==> src/rtl/jk_excitation_driver.sv <==
// Drive side for a bank of JK flip-flops: FIFO-buffered targets, J/K excitation, shadow-model check.
// Optional build macro JK_TOGGLE_PREF_EN: changing bits are excited with J=K=1 (toggle) instead of set/reset.
module jk_excitation_driver #(
  parameter int unsigned WIDTH = 4,
  parameter int unsigned DEPTH = 4
) (
  input  logic             clk,
  input  logic             rst,
  input  logic [WIDTH-1:0] tgt_data,
  input  logic             tgt_valid,
  output logic             tgt_ready,
  output logic [WIDTH-1:0] j_out,
  output logic [WIDTH-1:0] k_out,
  output logic             drv_valid,
  input  logic [WIDTH-1:0] q_fb,
  output logic [WIDTH-1:0] q_model,
  output logic             busy,
  output logic             mismatch,
  output logic [7:0]       err_count
);

  localparam int unsigned AW = $clog2(DEPTH);
  localparam int unsigned CW = AW + 1;

  typedef enum logic [1:0] {
    IDLE  = 2'd0,
    DRIVE = 2'd1,
    CHECK = 2'd2
  } state_t;

  state_t           state;
  logic [WIDTH-1:0] mem [DEPTH];
  logic [AW-1:0]    wr_ptr;
  logic [AW-1:0]    rd_ptr;
  logic [CW-1:0]    count;
  logic             full_q;

  logic             push_c;
  logic             pop_c;
  logic [WIDTH-1:0] head_c;
  logic [WIDTH-1:0] diff_c;
  logic [WIDTH-1:0] exc_j_c;
  logic [WIDTH-1:0] exc_k_c;
  logic [WIDTH-1:0] q_next_c;

  // Ready is taken from the registered full flag, so a same-edge pop never frees a slot early.
  assign tgt_ready = !full_q;
  assign busy      = (state != IDLE) || (count != '0);

  assign push_c = tgt_valid && !full_q;
  assign pop_c  = (state == IDLE) && (count != '0);
  assign head_c = mem[rd_ptr];
  assign diff_c = head_c ^ q_model;

  // Unchanged bits are always held with J=K=0.
`ifdef JK_TOGGLE_PREF_EN
  assign exc_j_c = diff_c;
  assign exc_k_c = diff_c;
`else
  assign exc_j_c = diff_c & head_c;
  assign exc_k_c = diff_c & ~head_c;
`endif

  // Characteristic JK equation applied to the excitation currently on the bank.
  assign q_next_c = (j_out & ~q_model) | (~k_out & q_model);

  // FIFO storage; contents are don't-care once the pointers are reset.
  always_ff @(posedge clk) begin
    if (push_c) begin
      mem[wr_ptr] <= tgt_data;
    end
  end

  always_ff @(posedge clk) begin
    if (rst) begin
      state     <= IDLE;
      wr_ptr    <= '0;
      rd_ptr    <= '0;
      count     <= '0;
      full_q    <= 1'b0;
      j_out     <= '0;
      k_out     <= '0;
      drv_valid <= 1'b0;
      q_model   <= '0;
      mismatch  <= 1'b0;
      err_count <= 8'd0;
    end else begin
      if (push_c) begin
        wr_ptr <= wr_ptr + AW'(1);
      end
      if (pop_c) begin
        rd_ptr <= rd_ptr + AW'(1);
      end
      if (push_c && !pop_c) begin
        count  <= count + CW'(1);
        full_q <= (count == CW'(DEPTH - 1));
      end else if (!push_c && pop_c) begin
        count  <= count - CW'(1);
        full_q <= 1'b0;
      end

      case (state)
        IDLE: begin
          if (pop_c) begin
            j_out     <= exc_j_c;
            k_out     <= exc_k_c;
            drv_valid <= 1'b1;
            state     <= DRIVE;
          end else begin
            j_out     <= '0;
            k_out     <= '0;
            drv_valid <= 1'b0;
          end
        end
        DRIVE: begin
          q_model   <= q_next_c;
          j_out     <= '0;
          k_out     <= '0;
          drv_valid <= 1'b0;
          state     <= CHECK;
        end
        CHECK: begin
          // The bank captured on the edge that left DRIVE, so q_fb is settled here.
          if (q_fb != q_model) begin
            mismatch <= 1'b1;
            if (err_count != 8'hFF) begin
              err_count <= err_count + 8'd1;
            end
          end
          state <= IDLE;
        end
        default: begin
          j_out     <= '0;
          k_out     <= '0;
          drv_valid <= 1'b0;
          state     <= IDLE;
        end
      endcase
    end
  end

endmodule
==> config.mk <==
export PLATFORM = sky130hd
export DESIGN_NAME = jk_excitation_driver
export DESIGN_NICKNAME = d
export VERILOG_FILES = /design/src/rtl/jk_excitation_driver.sv
export SDC_FILE = /design/constraint.sdc
export NUM_CORES = 1
export LEC_CHECK = 0
export ABC_CLOCK_PERIOD_IN_PS = 3700
export CORE_MARGIN = 3
export CORE_UTILIZATION = 37
export DETAILED_ROUTE_END_ITERATION = 12
export PLACE_DENSITY_LB_ADDON = 0.2
export REMOVE_ABC_BUFFERS = 1
export SYNTH_ARGS = -nofsm -noshare
export SYNTH_HDL_FRONTEND = slang
export SYNTH_SLANG_ARGS = --single-unit
==> constraint.sdc <==
create_clock -name clk -period 3.7 [get_ports clk]
set_input_delay 0.74 -clock clk [delete_from_list [all_inputs] [get_ports clk]]
set_output_delay 0.74 -clock clk [all_outputs]
set_load 0.05 [all_outputs]
# Yosys cells after proc, flatten, opt, wreduce, memory -nomap -nowiden
# Memories as Yosys holds them, arrays and structs flattened. A register that Yosys moved wholly into a read port is not among the register bits.
# Index checks and enable logic that the tools add are counted.
# word_totals
ff_bits	32
ram_bits	16
input_bits	11
output_inout_bits	24
word_cells	62
memories	1
# classes
n_addsub	5
eq_ne	6
n_mux	16
n_bitwise	9
n_reduce_logical	14
# memory_table
memory	words	width	rd	rd_clocked_by_memory_dff	write_ports	line	text
mem	4	4	1	1	1	32	logic [WIDTH-1:0] mem [DEPTH];
# op_table
op	n
AND 4 bit	4
one-hot mux 4 bit (2 select lines)	2
NOT 4 bit	3
adder 8 x 1 -> 8 bit, second input constant	1
2-to-1 mux 4 bit	2
inequality test 8 bit, second input constant	1
2-to-1 mux 2 bit	3
2-to-1 mux 3 bit	2
2-to-1 mux 1 bit	5
adder 2 x 1 -> 2 bit, second input constant	2
logical AND 1 bit	4
inequality test 4 bit	1
OR 4 bit	1
one-hot mux 2 bit (2 select lines)	1
nonzero test 2 bit	2
XOR 4 bit	1
adder 3 x 1 -> 3 bit, second input constant	1
== test 3 x 2 -> 1 bit, second input constant	1
logical NOT 1 bit	3
AND reduction 3 bit	1
nonzero test 3 bit	1
subtractor 3 x 1 -> 3 bit, second input constant	1
== test 2 x 1 -> 1 bit, second input constant	1
== test 2 bit, second input constant	1
other kinds (5)	5

# Longest topological paths before layout
# Gate-level depths: netlist of run 1.
# logic_depth
word_depth	6
depth_mapped	8

# Worst setup path after synthesis of run 1
# Ideal clock, no wire load.
# synth_path
path_kind	input -> register
start	input port tgt_valid
end	register count[2]
setup_ns	0.070
arrival_time_ns	2.277
required_ns	3.630
slack_ns	1.353
stages	8
n_path_buf	1
cell_sequence	nor2b_1 clkbuf_1 ha_1 inv_1 fa_1 xor2_1 or3_1 a21oi_1
# synth_between
elab_chain_len	4
# synth_rtl
item	line	text
from (decl)	10	input logic tgt_valid,
logical AND 1 bit (*)	50	assign push_c = tgt_valid && !full_q;
logical NOT 1 bit	97	end else if (!push_c && pop_c) begin
logical AND 1 bit	97	
nonzero test 2 bit (no line)	-	
to (signal assigned)	95	count <= count + CW'(1);
to (signal assigned)	98	count <= count - CW'(1);
to (decl)	35	logic [CW-1:0] count;
# Mark *: on every way between the ends. The rest lies on a longest branch, timed or not.
# A chain may end at the register's enable or synchronous reset.

# Worst setup path in the final report of run 1
# Same ends and word-level chain as after synthesis.

==> metrics.cfg, run 1 <==
[min_path]
hold_start = mismatch
hold_path_class = flip-flop to flip-flop

[worst_setup_path]
crit_slowest_cell = clkdlybuf4s50_1
cp_num_buf_inv = 2
slowest_delay_ns = 0.44
cp.required_ns = 3.93
cp_max_fo = 8
crit_start = tgt_valid
crit_type = input port to flip-flop
crit_family = simple AND/OR/NAND/NOR gates
crit-reg2reg-launch = count[0]
setup.worst_path.end_class = flip-flop
cp.arrival_ns = 2.92
path_cells = clkdlybuf4s50_1 -> nor2b_1 -> ha_1 -> inv_1 -> fa_1 -> xor2_1 -> or3_1 -> a21oi_1
cp-start-kind = input port

[route]
drt_iter0_markers = 63
drt-wirelength-per-cell_um = 12.7
vias_per_cell = 4.87
antenna_left = 0
route.detailed.drc = 0
drt-pass1-iter-count = 4
routed_wl_mm = 3.71
vias = 1428

[power]
finalPower_w = 0.00155
p_int_w = 0.00103
clkPwrFrac_pct = 23.7
vdd_drop_max_mv = 0.291
p_seq_share_pct = 45.1
switching_share_pct = 33.5
power_leakage_nw = 0.884
power.density_nw_per_um2 = 603
p_sw_w = 0.000520
pwr-share-comb_pct = 31.1

[finish]
drive_gt1_share_pct = 7.62
area_delta_synth_final_pct = 24.9
final_cell_count_no_fill = 293
final_cell_mix = 34 x dfxtp_1, 34 x clkdlybuf4s50_1, 20 x nand2_1
n_antenna_cell = 0
nets = 240

[sta]
slew_headroom_pct = 44.1
tightestPinTransition_ns = 0.831
fin_crit_sh_pct = 72.7
fin_crit_ns = 2.69
rsz0062_at_grt = no
fmax_mhz = 372
setup_viol = 0
fin_skew_ns = 0.00677
worst_slack_ns = 1.01
hold_violations = 0
hold-worst-slack_ns = 0.448
setup_tns_ns = 0
maxSlewViolCount = 0

[synthesis]
synth_edf_count = 16
ys_types = 39
yosysSeqAreaShare_pct = 56.3
syn_area_sq_um = 2060
yosysWarningCount = 0
synthTopCellsByArea = dfxtp_1 33%, edfxtp_1 23%, mux4_2 4.4%
synth_seq_cells = 50
async_reset_ff_share_pct = 0
synth_ff_type = dfxtp_1
yosysTopAreaCellShare_pct = 33.0
syn-instance-count = 187
postSynthAreaPerCell_sq_um = 11.0
synth_top_area_cell = dfxtp_1

[cts]
clock-sinks = 50
htreeDepth = 2
cts_tree = done
cts_root_buf = clkbuf_8
cts_buffers = 5
ctsResizeCount = 0
clkSlewWorstSetupHoldPaths_ns = 0.08
post-cts-setup-buffer-count = 0
cts_hold_buf = 0
clockBufferDepth = 2
clk_latency_ns = 0.29

[grt]
grtUsageTotal_pct = 12.3
antenna_found_initial = 0
grt_pass1_vias = 1296
grt_max_degree = 25
grt.overflow.total = 0
grt_pass1_wl_mm = 6.14

[floorplanning]
die-area_sq_um = 6510
chipWidth_um = 80.7
ios = 35
core_sq_um = 5240
fp-row-count = 26
die_h_um = 80.7
initial_core_util_pct = 39.4

[place]
dpl.cell_count = 285
dp_slack_ns = 0.678
gp_congestion = 0.705
io_buffer_count = 34
hpwlAfterDp_mm = 2.70

[status]
outcome = finished, final reports clean

[flow_run]
drv_cap = 0

-- synth_stat cells, drive strengths merged, types with 2 or more instances --
cell type  instances
a32o               3
and2               5
o21ai              8
nor4               2
or3                2
nor2b              3
dfxtp             34
mux4               4
edfxtp            16
nand3              4
a21oi             13
or4                3
inv               10
clkbuf             6
xor2               3
ha                 6
nand2b             2
nand3b             3
nand4              2
nor2              13
nor3               2
nand2             20
o31ai              3
xnor2              6
-- worst register-to-register path, stage by stage, from the launching register on --
cell and delay (ns):
dfxtp_1 0.37, nor3_1 0.40, nand2b_1 0.22, ha_1 0.22, inv_1 0.07, fa_1 0.37, xor2_1 0.16, or3_1 0.31
a21oi_1 0.15
-- per-stage QoR --
| stage | area, sq um | util [%] |
|---|---|---|
| 2_1_floorplan | 2040 | - |
| 6_report | 2580 | 49.2 |
| 4_1_cts | 2580 | 49.2 |
| 5_1_grt | 2580 | 49.2 |
| 3_5_place_dp | 2470 | 47.2 |
| 3_3_place_gp | 2470 | 47.2 |
-- state kept, by name, summed over array words and instances (netlist names), named ones only --
register   flops
j_out          4
k_out          4
count          3
state          2
mismatch       1
err_count      8
full_q         1
wr_ptr         2
mem           16
q_model        4
rd_ptr         2
drv_valid      1
-- power groups by stage --
stage          sequential (W)  clock (W)  combinational, W
5_1_grt              0.000714   0.000405          0.000528
4_1_cts              0.000703   0.000385          0.000490
6_report             0.000701   0.000369          0.000484
2_1_floorplan        0.000793          0          0.000266
3_5_place_dp         0.000716          0          0.000490
3_3_place_gp         0.000717          0          0.000483
-- layout make-up --
cell class,instances,area [sq um]
multi-input combinational,120,837
timing repair buffer,35,348
clock inverter,1,30.0
tap,70,87.6
sequential,50,1160
inverter,10,37.5
clock buffer,7,76.3
fill,480,2660
-- routing by layer --
metal | vias up | routed length, um | track usage, %
met5 | - | 0 | 0
met3 | 5 | 194 | 3.81
met2 | 25 | 1660 | 19.0
li1 | 737 | - | -
met1 | 661 | 1790 | 16.0
met4 | 0 | 58 | 4.56
-- logic make-up (layout without fill, tap and decap cells) --
family	count (synthesis)	in the layout	synth area share [%]
muxes	6	6	5.40
xor gates and xnor gates	9	9	3.82
DFF	50	50	56.3
and+or+nand+nor	65	65	16.4
AOI/OAI and AO/OA	33	33	10.3
buffers and inverters	17	53	3.15
adders and majority gates	7	7	4.61
-- path summary, 6_finish.rpt --
kind                    to  cells after the start  slack [ns]
hold reg to reg   mismatch                      2        0.45
setup / recovery  count[2]                      8        1.01
setup reg to reg  count[2]                      8        1.39
hold / removal    mismatch                      2        0.45
No activity file was read; power rests on OpenSTA's default activity.
==> run 2: changes to the inputs <==
ABC_CLOCK_PERIOD_IN_PS = 2300   (was 3700)
clock period = 2.3 ns   (was 3.7 ns; I/O delays follow)
==> run 2 against run 1 <==
Total power increased by 59%. Worst hold slack gained 0.0031 ns. Clock power is 40% higher. Sequential share of layout area down 0.84 points. First-iteration DRC count shrank 25%. Critical path type is now flip-flop to flip-flop.
==> metrics.cfg, run 2 (synthesis gave the netlist of run 1 again) <==
[status]
outcome = finished, final reports clean

[place]
io_buffer_count = 34  ; unchanged
gp_congestion = 0.771  ; +9.3%
hpwlAfterDp_mm = 2.69  ; -0.36%
dpl.cell_count = 294  ; +3.2%
post_dp_cell_area_sq_um = 2540  ; +2.6%

[flow_run]
drv_cap = 0  ; unchanged

[worst_setup_path]
cp_max_fo = 4  ; -4
crit_type = flip-flop to flip-flop
cp.arrival_ns = 2.30  ; -0.62 ns
setup.worst_path.end_class = flip-flop
cp.required_ns = 2.53  ; -1.40 ns
cp-start-kind = flip-flop

[route]
route.detailed.drc = 0  ; unchanged
routed_wl_mm = 3.70  ; -0.27%
drt-pass1-iter-count = 4  ; unchanged
vias_per_cell = 4.82  ; -1.1%
routedLengthMet1_mm = 1.80  ; +0.28%
top_layer_used = met4
wl_met3_um = 187  ; -3.6%
drt-wirelength-per-cell_um = 12.2  ; -3.2%
vias = 1455  ; +1.9%
dr_wl_met2_mm = 1.64  ; -1.2%
drt_iter0_markers = 47  ; -25%
antenna_left = 0  ; unchanged

[finish]
area_delta_synth_final_pct = 27.3
layout_commonest_cell = dfxtp_1
nets = 249  ; +3.8%
top_register = mem
reg.largest.list = mem: 16 flops, err_count: 8 flops
final_cell_count_no_fill = 302  ; +3.1%
n_antenna_cell = 0  ; unchanged
final_cell_mix = 34 x dfxtp_1, 33 x clkdlybuf4s50_1, 20 x nand2_1
drive_gt1_share_pct = 11.6  ; +4.0 points
largest_reg_flops = 16  ; unchanged
finish.instance_area_sq_um = 2630  ; +1.9%

[cts]
cts_tree = done
clk_latency_ns = 0.30  ; about the same
cts_hold_buf = 0  ; unchanged
cts_buffers = 5  ; unchanged
cts_root_buf = clkbuf_8
ctsResizeCount = 0  ; unchanged
htreeDepth = 2  ; unchanged
clkSlewWorstSetupHoldPaths_ns = 0.08  ; about the same
clockBufferDepth = 2  ; unchanged
clock-sinks = 50  ; unchanged
post-cts-setup-buffer-count = 0  ; unchanged

[grt]
antenna_found_initial = 0  ; unchanged
grt_pass1_wl_mm = 6.01  ; -2.1%
grt_max_degree = 15  ; -40%
grt.overflow.total = 0  ; unchanged
grtUsageTotal_pct = 12.1  ; -0.19 points
grt_pass1_vias = 1334  ; +2.9%

[power]
power_leakage_nw = 0.921  ; +4.3%
power.density_nw_per_um2 = 940  ; +56%
vdd_drop_max_mv = 0.530  ; +82%

[sta]
fmax_mhz = 484
fin_crit_ns = 2.07
setup_viol = 0  ; unchanged
rsz0062_at_grt = no
slew_headroom_pct = 59.1  ; +15 points
fin_skew_ns = 0.00601  ; -0.000758 ns
hold_violations = 0  ; unchanged
fin_crit_sh_pct = 89.9
maxSlewViolCount = 0  ; unchanged
tightestPinTransition_ns = 0.612  ; -0.219 ns

[floorplanning]
chipWidth_um = 80.7  ; unchanged
die-area_sq_um = 6510  ; unchanged
initial_core_util_pct = 39.4  ; unchanged
ios = 35  ; unchanged
fp-row-count = 26  ; unchanged
core_sq_um = 5240  ; unchanged
die_h_um = 80.7  ; unchanged

[min_path]
hold_path_class = flip-flop to flip-flop

run 2: worst paths after layout:
check | start | slack [ns] | cells after the start | to
max | count[0] | 0.23 | 8 | count[2]
min | mismatch | 0.45 | 2 | mismatch
max reg2reg | count[0] | 0.23 | 8 | count[2]
min reg2reg | mismatch | 0.45 | 2 | mismatch
run 2: per-stage QoR:
stage	hold WS [ns]	setup TNS, ns	setup WS, ns	total power, W	utilization, %
2_1_floorplan	0.439	0	0.202	0.00170	-
3_3_place_gp	0.440	0	0.00249	0.00198	48.4
3_5_place_dp	0.442	-0.0406	-0.0406	0.00198	48.4
4_1_cts	0.455	0	0.201	0.00251	50.1
5_1_grt	0.480	0	0.0495	0.00263	50.1
6_report	0.451	0	0.233	0.00247	50.1
run 2: critical path, stage by stage (launching register included):
cell	delay, ns
dfxtp_1	0.37
nor3_1	0.25
nand2b_1	0.20
ha_1	0.18
inv_1	0.05
fa_1	0.37
xor2_1	0.15
or3_1	0.30
a21oi_1	0.14
run 2: power breakdown:
| group | internal (W) | total (W) | switching (W) |
|---|---|---|---|
| logic | 0.000347 | 0.000823 | 0.000476 |
| clock network | 0.000246 | 0.000516 | 0.000270 |
| registers | 0.00103 | 0.00113 | 0.000104 |
run 2: cell type report:
class	instances	area, sq um
clock buffers	8	90.1
fillers	476	2610
inverters	10	37.5
multi-input cells	120	837
flip-flops and latches	50	1160
well taps	70	87.6
repair buffers	44	413
run 2: metal layers:
| metal | up-vias | GRT usage (%) |
|---|---|---|
| li1 | 750 | - |
| met1 | 665 | 16.0 |
| met2 | 33 | 17.8 |
| met3 | 7 | 3.25 |
| met4 | 0 | 6.59 |
| met5 | - | 0 |
==> run 3: changes to the inputs <==
--- a/config.mk
+++ b/config.mk
@@ -6,5 +6,5 @@
 export NUM_CORES = 1
 export LEC_CHECK = 0
-export ABC_CLOCK_PERIOD_IN_PS = 2300
+export ABC_CLOCK_PERIOD_IN_PS = 2000
 export CORE_MARGIN = 3
 export CORE_UTILIZATION = 37
==> constraint.sdc (replaced) <==
create_clock -name clk -period 2 [get_ports clk]
set_input_delay 0.4 -clock clk [delete_from_list [all_inputs] [get_ports clk]]
set_output_delay 0.4 -clock clk [all_outputs]
set_load 0.02 [all_outputs]
==> run 3 against run 2 <==
Sequential cell count unchanged. First-iteration DRC count up 34%. Routed wire length up 2.2%. Largest power group unchanged.
==> metrics.cfg, run 3 (synthesis gave the netlist of run 1 again) <==
[worst_setup_path]
reg2reg_depth = 8  ; unchanged
crit-reg2reg-launch = count[1]
cp.arrival_ns = 2.19  ; -0.11 ns
setup.worst_path.end_class = flip-flop
cp.required_ns = 2.23  ; -0.30 ns
timing.rr.end = count[2]
cp-start-kind = input port
cp_max_fo = 2  ; -2
regToRegSetupSlack_ns = 0.09  ; -0.14 ns
crit_type = input port to flip-flop

[finish]
n_antenna_cell = 0  ; unchanged
nets = 254  ; +2.0%
fillers = 467  ; -1.9%
largest_reg_flops = 16  ; unchanged
top_register = mem
reg.largest.list = mem: 16 flops, err_count: 8 flops
area_delta_synth_final_pct = 32.3
drive_gt1_share_pct = 16.5  ; +4.8 points
final_cell_mix = 33 x dfxtp_1, 33 x clkdlybuf4s50_1, 20 x nand2_1

[power]
p_int_w = 0.00205  ; +27%
power.density_nw_per_um2 = 1080  ; +14%
clkPwrFrac_pct = 23.7  ; +2.8 points
p_seq_share_pct = 44.2  ; -1.6 points
vdd_drop_max_mv = 0.661  ; +25%
pwr-share-comb_pct = 32.0  ; -1.3 points
power_leakage_nw = 0.968  ; +5.0%
p_sw_w = 0.000887  ; +4.4%
finalPower_w = 0.00294  ; +19%
switching_share_pct = 30.2  ; -4.2 points

[min_path]
whs_endpoint = mismatch
hold_path_class = flip-flop to flip-flop
min_path_cells = 2  ; unchanged
hold_start = mismatch

[sta]
slew_headroom_pct = 61.2  ; +2.1 points
fin_skew_ns = 0.00837  ; +0.00236 ns
fin_crit_ns = 1.95
setup_viol = 0  ; unchanged
setup_tns_ns = 0  ; unchanged
hold_violations = 0  ; unchanged
tightestPinTransition_ns = 0.580  ; -0.0320 ns
fmax_mhz = 512
maxSlewViolCount = 0  ; unchanged
fin_crit_sh_pct = 97.6

[floorplanning]
fp-row-count = 26  ; unchanged
initial_core_util_pct = 39.4  ; unchanged
die_h_um = 80.7  ; unchanged
ios = 35  ; unchanged
die-area_sq_um = 6510  ; unchanged
chipWidth_um = 80.7  ; unchanged
core_sq_um = 5240  ; unchanged

[cts]
cts_tree = done
cts_root_buf = clkbuf_8
cts_buffers = 5  ; unchanged
clkSlewWorstSetupHoldPaths_ns = 0.09  ; about the same
cts_hold_buf = 0  ; unchanged
clockBufferDepth = 2  ; unchanged
clk_latency_ns = 0.29  ; about the same
clock-sinks = 50  ; unchanged
htreeDepth = 2  ; unchanged

[flow_run]
drv_cap = 0  ; unchanged

[grt]
grt_pass1_wl_mm = 6.01  ; unchanged
grtUsageTotal_pct = 12.0  ; -0.12 points
grt.overflow.total = 0  ; unchanged
grt_max_degree = 26  ; +11
grt_pass1_vias = 1300  ; -2.5%
antenna_found_initial = 0  ; unchanged

[place]
gp_congestion = 0.781  ; +1.3%
io_buffer_count = 34  ; unchanged
hpwlAfterDp_mm = 2.69  ; about the same

[route]
drt-pass1-iter-count = 4  ; unchanged
drt-wirelength-per-cell_um = 12.3  ; +0.58%
routed_wl_mm = 3.78  ; +2.2%
drt_iter0_markers = 63  ; +34%
vias = 1468  ; +0.89%
route.detailed.drc = 0  ; unchanged
antenna_left = 0  ; unchanged
vias_per_cell = 4.78  ; -0.75%

[status]
outcome = finished, final reports clean

==> run 3: final cells by class <==
class,count,area [sq um],area share (%)
sequential,50,1160,42.6
multi-input combinational,120,865,31.7
inverter,10,37.5,1.38
timing repair buffer,49,464,17.0
clock inverter,3,43.8,1.60
clock buffer,5,68.8,2.52
tap,70,87.6,3.21
==> run 3: critical path, stage by stage <==
cell,delay (ns)
clkdlybuf4s50_1,0.45
nor2b_2,0.15
ha_2,0.19
inv_1,0.05
fa_1,0.37
xor2_1,0.15
or3_1,0.32
a21oi_2,0.11
==> run 3: metal layers <==
| layer | GRT usage, % | up-vias | share of wire, % |
|---|---|---|---|
| met4 | 3.55 | 0 | 0.53 |
| met2 | 18.9 | 28 | 46 |
| met1 | 15.8 | 675 | 49 |
| met3 | 3.48 | 2 | 5.1 |
| met5 | 0 | - | 0 |
| li1 | - | 763 | - |
==> run 3: worst max-delay path by stage <==
stage	cells past startpoint	start	endpoint	slack (ns)
2_1_floorplan	8	count[0]	count[2]	-0.09
3_3_place_gp	8	tgt_valid	count[2]	-0.24
3_5_place_dp	8	tgt_valid	count[2]	-0.27
4_1_cts	8	count[2]	count[2]	0.02
5_1_grt	8	tgt_valid	count[2]	-0.03
6_report	8	tgt_valid	count[2]	0.05
==> run 3: power by group through the flow <==
stage / combinational (W) / sequential, W / clock (W)
3_3_place_gp: 0.000907 / 0.00131 / 0
2_1_floorplan: 0.000456 / 0.00136 / 0
4_1_cts: 0.000908 / 0.00129 / 0.000717
5_1_grt: 0.00105 / 0.00132 / 0.000760
3_5_place_dp: 0.000911 / 0.00131 / 0
6_report: 0.000940 / 0.00130 / 0.000697
==> run 3: stage by stage <==
step	utilization (%)	setup WS, ns	instance area, sq um	cells	hold slack, ns
after CTS	51.6	0.0199	2700	307	0.455
after detailed placement	49.4	-0.269	2590	299	0.442
after global routing	52.1	-0.0276	2730	307	0.494
after global placement	49.4	-0.245	2590	299	0.439
after floorplan	-	-0.0907	2040	180	0.439
final	52.1	0.0478	2730	307	0.452
==> run 3: what timing repair did <==
item,4_1_cts,5_1_grt
resized for setup,1,7
endpoints found under the hold margin,0,0
pin swaps,0,2
setup buffers,0,0
setup endpoints to repair,1,1
